**config.mk**
```make
export PLATFORM = sky130hd
export DESIGN_NAME = multiplier
export DESIGN_NICKNAME = d
export VERILOG_FILES = /design/src/rtl/multiplier.sv
export SDC_FILE = /design/constraint.sdc
export NUM_CORES = 1
export LEC_CHECK = 0
export CORE_ASPECT_RATIO = 0.8
export CORE_MARGIN = 2
export CORE_UTILIZATION = 39
export DETAILED_ROUTE_END_ITERATION = 8
export PLACE_DENSITY = 0.61
export SETUP_SLACK_MARGIN = 0.05
export SKIP_LAST_GASP = 1
export SYNTH_ARGS = -nofsm -noshare
export SYNTH_HDL_FRONTEND = slang
export SYNTH_SLANG_ARGS = --single-unit
```
**constraint.sdc**
```tcl
create_clock -name clk -period 5.1 [get_ports clk]
set_input_delay 0.51 -clock clk [delete_from_list [all_inputs] [get_ports clk]]
set_output_delay 0.51 -clock clk [all_outputs]
set_load 0.005 [all_outputs]
```
**src/rtl/multiplier.sv**
```systemverilog
// Sequential 32x32 multiplier: radix-2 Booth (signed) with an optional unsigned shift-add mode,
// fixed 33-cycle latency. Define MULT_UNSIGNED_EN to add the mult_unsigned mode-select port.
module multiplier (
  input  logic        clk,
  input  logic        reset_n,
  input  logic        start,
  input  logic [31:0] a,
  input  logic [31:0] b,
`ifdef MULT_UNSIGNED_EN
  input  logic        mult_unsigned,
`endif
  output logic [31:0] hi,
  output logic [31:0] lo,
  output logic        busy,
  output logic        done,
  output logic [1:0]  fsm_state
);

  // Handshake: start is sampled on every rising edge while in IDLE or FIN.
  // An edge with start=1 in either state is the accepting edge. a, b and the mode are
  // captured on that edge only. busy stays high from the next cycle through FIN.
  // done is high for the single FIN cycle, during which hi/lo already carry the new product.
  localparam logic [1:0] IDLE = 2'd0;
  localparam logic [1:0] RUN  = 2'd1;
  localparam logic [1:0] FIN  = 2'd2;

  logic [1:0]  state;
  logic [32:0] acc;
  logic [31:0] m;
  logic [31:0] q;
  logic        qm1;
  logic [5:0]  count;
  logic        uns_sel;
  logic        accept;

  logic [32:0] sum;
  logic [32:0] nxt_acc;
  logic [31:0] nxt_q;
  logic        nxt_qm1;

`ifdef MULT_UNSIGNED_EN
  logic uns_mode;
  assign uns_sel = uns_mode;
`else
  assign uns_sel = 1'b0;
`endif

  assign accept    = start && ((state == IDLE) || (state == FIN));
  assign busy      = (state != IDLE);
  assign done      = (state == FIN);
  assign fsm_state = state;

  // One multiply step. The 33-bit accumulator keeps -2^31 * -2^31 from overflowing.
  always_comb begin
    sum     = acc;
    nxt_acc = acc;
    if (uns_sel) begin
      if (q[0]) begin
        sum = acc + {1'b0, m};
      end
      nxt_acc = {1'b0, sum[32:1]};
    end else begin
      case ({q[0], qm1})
        2'b01:   sum = acc + {m[31], m};
        2'b10:   sum = acc - {m[31], m};
        default: sum = acc;
      endcase
      nxt_acc = {sum[32], sum[32:1]};
    end
    nxt_q   = {sum[0], q[31:1]};
    nxt_qm1 = q[0];
  end

  always_ff @(posedge clk or negedge reset_n) begin
    if (!reset_n) begin
      state <= IDLE;
      acc   <= '0;
      m     <= '0;
      q     <= '0;
      qm1   <= 1'b0;
      count <= '0;
      hi    <= '0;
      lo    <= '0;
`ifdef MULT_UNSIGNED_EN
      uns_mode <= 1'b0;
`endif
    end else begin
      case (state)
        IDLE, FIN: begin
          if (accept) begin
            state <= RUN;
            m     <= a;
            q     <= b;
            acc   <= '0;
            qm1   <= 1'b0;
            count <= '0;
`ifdef MULT_UNSIGNED_EN
            uns_mode <= mult_unsigned;
`endif
          end else begin
            state <= IDLE;
          end
        end
        RUN: begin
          // Counts 0..31 perform the 32 steps; the terminal cycle at 32 publishes the product.
          if (count == 6'd32) begin
            hi    <= acc[31:0];
            lo    <= q;
            state <= FIN;
          end else begin
            acc   <= nxt_acc;
            q     <= nxt_q;
            qm1   <= nxt_qm1;
            count <= count + 6'd1;
          end
        end
        default: state <= IDLE;
      endcase
    end
  end

endmodule

```
# ---- Word-level counts from Yosys, hierarchy flattened
# Index checks and enable logic that the tools add are counted.
dict set report word_totals {
  regBits 170
  latchBits 0
  ramBits 0
  mem_bits_ro 0
  in_bits 67
  out_inout_bits 68
  wordCells 44
  n_memories 0
}
dict set report classes {
  add_sub_neg 3
  multipliers 0
  div_mod_pow 0
  magnitude_cmp 0
  eq_ne 8
  n_shift 0
  n_mux 16
  bitwise 0
  n_reduce_logical 9
}
# op count
set ops {}
lappend ops {{33-bit case mux with 2 select lines} 2}
lappend ops {{33-bit 2-to-1 mux} 2}
lappend ops {{32-bit 2-to-1 mux} 2}
lappend ops {{32-bit case mux with 2 select lines} 1}
lappend ops {{33-bit adder} 1}
lappend ops {{33-bit subtractor} 1}
lappend ops {{6-bit 2-to-1 mux} 2}
lappend ops {{6-bit case mux with 2 select lines} 1}
lappend ops {{6-bit by 1-bit adder with 6-bit output, second input constant} 1}
lappend ops {{6-bit == test, second input constant} 1}
lappend ops {{2-bit inequality test, second input constant} 3}
lappend ops {{2-bit by 1-bit == test with 1-bit output, second input constant} 2}
lappend ops {{2-bit == test, second input constant} 2}
lappend ops {{2-bit case mux with 2 select lines} 1}
lappend ops {{2-bit AND reduction} 2}
lappend ops {{2-bit nonzero test} 2}
lappend ops {{1-bit 2-to-1 mux} 3}
lappend ops {{3-bit AND reduction} 1}
lappend ops {{2-bit logical NOT} 1}
lappend ops {{2-bit 2-to-1 mux} 1}
lappend ops {{1-bit case mux with 2 select lines} 1}
lappend ops {{2-bit OR reduction} 1}
lappend ops {{1-bit logical AND} 1}
lappend ops {{1-bit logical OR} 1}

# ---- Longest topological paths before layout
dict set report logic_depth {
  depth_word 5
  depth_mapped 17
  mapped_depth_nobuf 16
}

# ---- Worst setup path after synthesis
# Ideal clock, no wire load.
dict set report synth_timing {
  path_kind {reg2reg}
  from {register m[13]}
  to {register acc[30]}
  setup_ns 0.138
  t_arrival_ns 3.779
  required_time_ns 4.962
  path_slack_ns 1.183
  stages_incl_launch_ff 16
  n_path_buf 0
  period_less_slack_ns 3.917
  cell_sequence {dfrtp_1 > or3_4 > or4_4 > or3b_4 > nor2_1 > a21oi_1 > xnor2_1 > ha_1 > and3_1 > and2_1 > a221oi_1 > nand2_1 > a221o_1 > a21oi_1 > xor2_1 > o211ai_1}
}
dict set report synth_via {
  elab_chain_len 4
  word_cells_on_any_way 5
  cone_classes {2 x add/sub; 3 x mux}
}
# item line_no
set synth_rtl {}
lappend synth_rtl {{from (decl)} 29} ;# logic [31:0] m;
lappend synth_rtl {{from (signal assigned)} 78} ;# m <= '0;
lappend synth_rtl {{from (signal assigned)} 92} ;# m <= a;
lappend synth_rtl {{33-bit subtractor / 33-bit adder (equally long branches)} {65, 64}}
lappend synth_rtl {{33-bit case mux with 2 select lines *} 63} ;# case ({q[0], qm1})
lappend synth_rtl {{33-bit 2-to-1 mux *} 106} ;# if (count == 6'd32) begin
lappend synth_rtl {{33-bit case mux with 2 select lines *} 88} ;# case (state)
lappend synth_rtl {{to (signal assigned)} 111} ;# acc <= nxt_acc;
lappend synth_rtl {{to (decl)} 28} ;# logic [32:0] acc;
# Mark *: on every way between the ends. The rest lies on a longest branch, timed or not. The select of a mux whose other input is x is not followed.
# A chain may end at the register's enable or synchronous reset.

# ---- Worst setup path in the final report
# Same ends and word-level chain as after synthesis.

==> metrics.txt <==
share of final-layout standard cells stronger than drive strength 1=11.2%; count of antenna diodes in the layout=0; switching share of total power=45.3%; maximum number of pins on one net before global-route repair=100; Min-Delay Path Class=input port to async pin; final worst path period share=83.2%; cell type group with the largest total delay on the critical path=simple AND/OR/NAND/NOR gates; Worst EP arrival=4.53 ns; power after layout=9.32 mW; io pins=135; worst slack at placement=0.839 ns; clock tree from TritonCTS=yes; growth of design area from synthesis to finish=23.9%; Final Max Slew Viols=0; total global routing overflow=0; CP Capture Type=flip-flop; register area share after synthesis=46.2%; cells along the critical path=or3_4 -> or4_4 -> or3b_4 -> nor2_1 -> a21oi_1 -> xnor2_1 -> ha_1 -> and3_1 -> and2_1 -> a221oi_1 -> nand2_1 -> a221o_1 -> a21oi_1 -> xor2_1 -> o211ai_1; total number of vias=7371; time the worst path needs with I/O delays and setup=4.24 ns; internal power of the cells=5.10 mW; outcome=completed; drt first pass iters=5; Design Area, Final=11400 um^2; weighted congestion reported at the end of routability-driven placement=0.892; Die X-Extent=175 um; Post-synth top cells=nand2_1, dfrtp_1, mux2_2; normalized max-slew margin=19.6%; combined buffer and inverter count along the critical path=0; EDFF count, synth=0; Fin Setup TNS=0 ns; GRT Total Usage=19.8%; final core occ=48.9%; dpl cell area=10800 um^2; Critical Path RT=5.39 ns; wire length of the first global-routing pass=38900 um; leading post-synthesis cells by cell area=dfrtp_1, mux2_2, nand2_1, ha_1, xnor2_1; combinational power share=60.0%; post-synth design cell area=9160 um^2; Critical Path Source Type=flip-flop; Max Clock Skew=0.0105 ns; Power Density=821 nW/um^2; cell type with the largest total area after synthesis=dfrtp_1; Seq pwr share=27.1%; number of sinks on the clock net=169; IR drop worst, VDD=0.333 mV; buffer depth of the longest clock path=2; Placed Instances=1366; synth warn=0; per-cell routed wire length=17.0 um; total of max-cap violations=0; insertion delay to the later sink of the worst-skew pair=0.44 ns; number of flip-flops and latches in the synthesized netlist=169; worst stage delay on the critical path=0.45 ns; initial antenna violation count=0; top-area cell type share of the netlist area=46.2%; total number of H-tree levels=4; area of the die=24700 um^2; Net Switching=4.22 mW; area of the core=23200 um^2; main flop type after synthesis=dfrtp_1; count of unique library cells instantiated by Yosys=61; number of inserted filler cells in the final layout=2158; iteration-0 DRC count of the detailed router=635; CTS root buffer=clkbuf_16; Crit path top cell by count=a21oi_1; DP HPWL=17000 um; synthesized area per cell=9.52 um^2; # hold bufs at CTS=0; worst setup path category=flip-flop to flip-flop; number of setup buffers added after CTS=0; number of buffers inserted during clock tree synthesis=17; min setup slack post-route=0.857 ns; largest fanout on the critical path=5; timing-limited maximum frequency=0.236 GHz; drt total wl=23800 um; synthesized netlist cell count=962; DRC violations left=0; final setup violating endpoints=0; unrepaired setup endpoints after global routing=no; slew at the pin with the worst max-slew slack=1.21 ns; Via-to-Cell Ratio=5.27; starting density of the core=39.5%; PostCTS Resize Cnt=0; clk slew on worst S/H paths=0.07 ns; Clock Power Share=13.0%; number of global-route vias before repair=7037; number of nets in the layout=1177; hold slack=0.0585 ns; count of input and output buffers=134; Cell Count, Final, Fillers Out=1398; Die Span Y=141 um; static leakage=5.02 nW; count of endpoints failing hold in the final timing report=0; synthesized net count=1066; master of the slowest instance on the critical path=or4_4; most common cell in the synthesized netlist=nand2_1; number of antenna-violating nets in the routed design=0; row count=50; Async S/R FF share, synth=100%
[power by group through the flow]
| stage | Combinational, mW | Clock, mW | Sequential (mW) |
|---|---|---|---|
| global placement | 5.50 | 0 | 2.53 |
| detailed placement | 5.53 | 0 | 2.54 |
| floorplan | 4.02 | 0 | 2.37 |
| global route | 6.22 | 1.30 | 2.62 |
| finish | 5.59 | 1.21 | 2.52 |
| CTS | 5.56 | 1.24 | 2.52 |
[sequential cells by signal (all words and copies together) (netlist names)]
| signal | cells |
|---|---|
| lo | 32 |
| qm1 | 1 |
| count | 6 |
| q | 32 |
| acc | 32 |
| fsm_state | 2 |
| hi | 32 |
| m | 32 |
[logic make-up (layout without fill, tap and decap cells)]
| family | count (synthesis) | after routing | synth area share, % |
|---|---|---|---|
| flops | 169 | 169 | 46.2 |
| mux | 70 | 70 | 8.54 |
| xor+xnor | 63 | 63 | 6.11 |
| fa+ha+maj | 37 | 37 | 5.14 |
| buf+inv | 68 | 192 | 2.90 |
| compound gates | 211 | 211 | 14.6 |
| simple gates | 344 | 344 | 16.5 |
[worst paths after layout]
check                                   from                   to  slack [ns]  cells after the start
max in group asynchronous            reset_n  acc[29]$_DFFE_PN0P_        4.06                      2
hold reg to reg            q[28]$_DFFE_PN0P_    q[28]$_DFFE_PN0P_        0.50                      2
min in group clk           q[28]$_DFFE_PN0P_    q[28]$_DFFE_PN0P_        0.50                      2
hold / removal                       reset_n     m[5]$_DFFE_PN0P_        0.06                      1
setup / recovery           m[13]$_DFFE_PN0P_  acc[30]$_DFFE_PN0P_        0.86                     15
setup reg to reg           m[13]$_DFFE_PN0P_  acc[30]$_DFFE_PN0P_        0.86                     15
[cell type report]
cell class | instances | area [um^2] | share of cell area, %
clock inverters | 14 | 116 | 1.03
clock buffers | 18 | 429 | 3.78
multi-input cells | 725 | 4700 | 41.4
flip-flops and latches | 169 | 4230 | 37.3
repair buffers | 142 | 1420 | 12.5
well taps | 312 | 390 | 3.44
inverters | 18 | 67.6 | 0.595
[cell usage in the layout (no fill, tap or decap), types with 7 or more instances in the layout]
| cell | n |
|---|---|
| mux2_2 | 65 |
| xor2_1 | 18 |
| xnor2_1 | 44 |
| clkbuf_16 | 17 |
| o31ai_1 | 7 |
| nor3_1 | 10 |
| dfrtp_1 | 169 |
| a22oi_1 | 31 |
| and3_1 | 7 |
| clkdlybuf4s50_1 | 133 |
| nor2_1 | 47 |
| nand2_1 | 191 |
| o211ai_1 | 16 |
| buf_4 | 7 |
| ha_1 | 36 |
| o21ai_0 | 44 |
| a21o_1 | 11 |
| nand3_1 | 48 |
| a21oi_1 | 60 |
| inv_1 | 17 |
[layer usage]
layer  up-vias  share of wire [%]  GRT usage, %
li1       3633                  -             -
met1      3548                 53          32.3
met2       172                 41          26.7
met3        18                5.1          3.10
met4         0                1.0          4.82
met5         -                  0             0
Power figures use the tool's default switching activity.
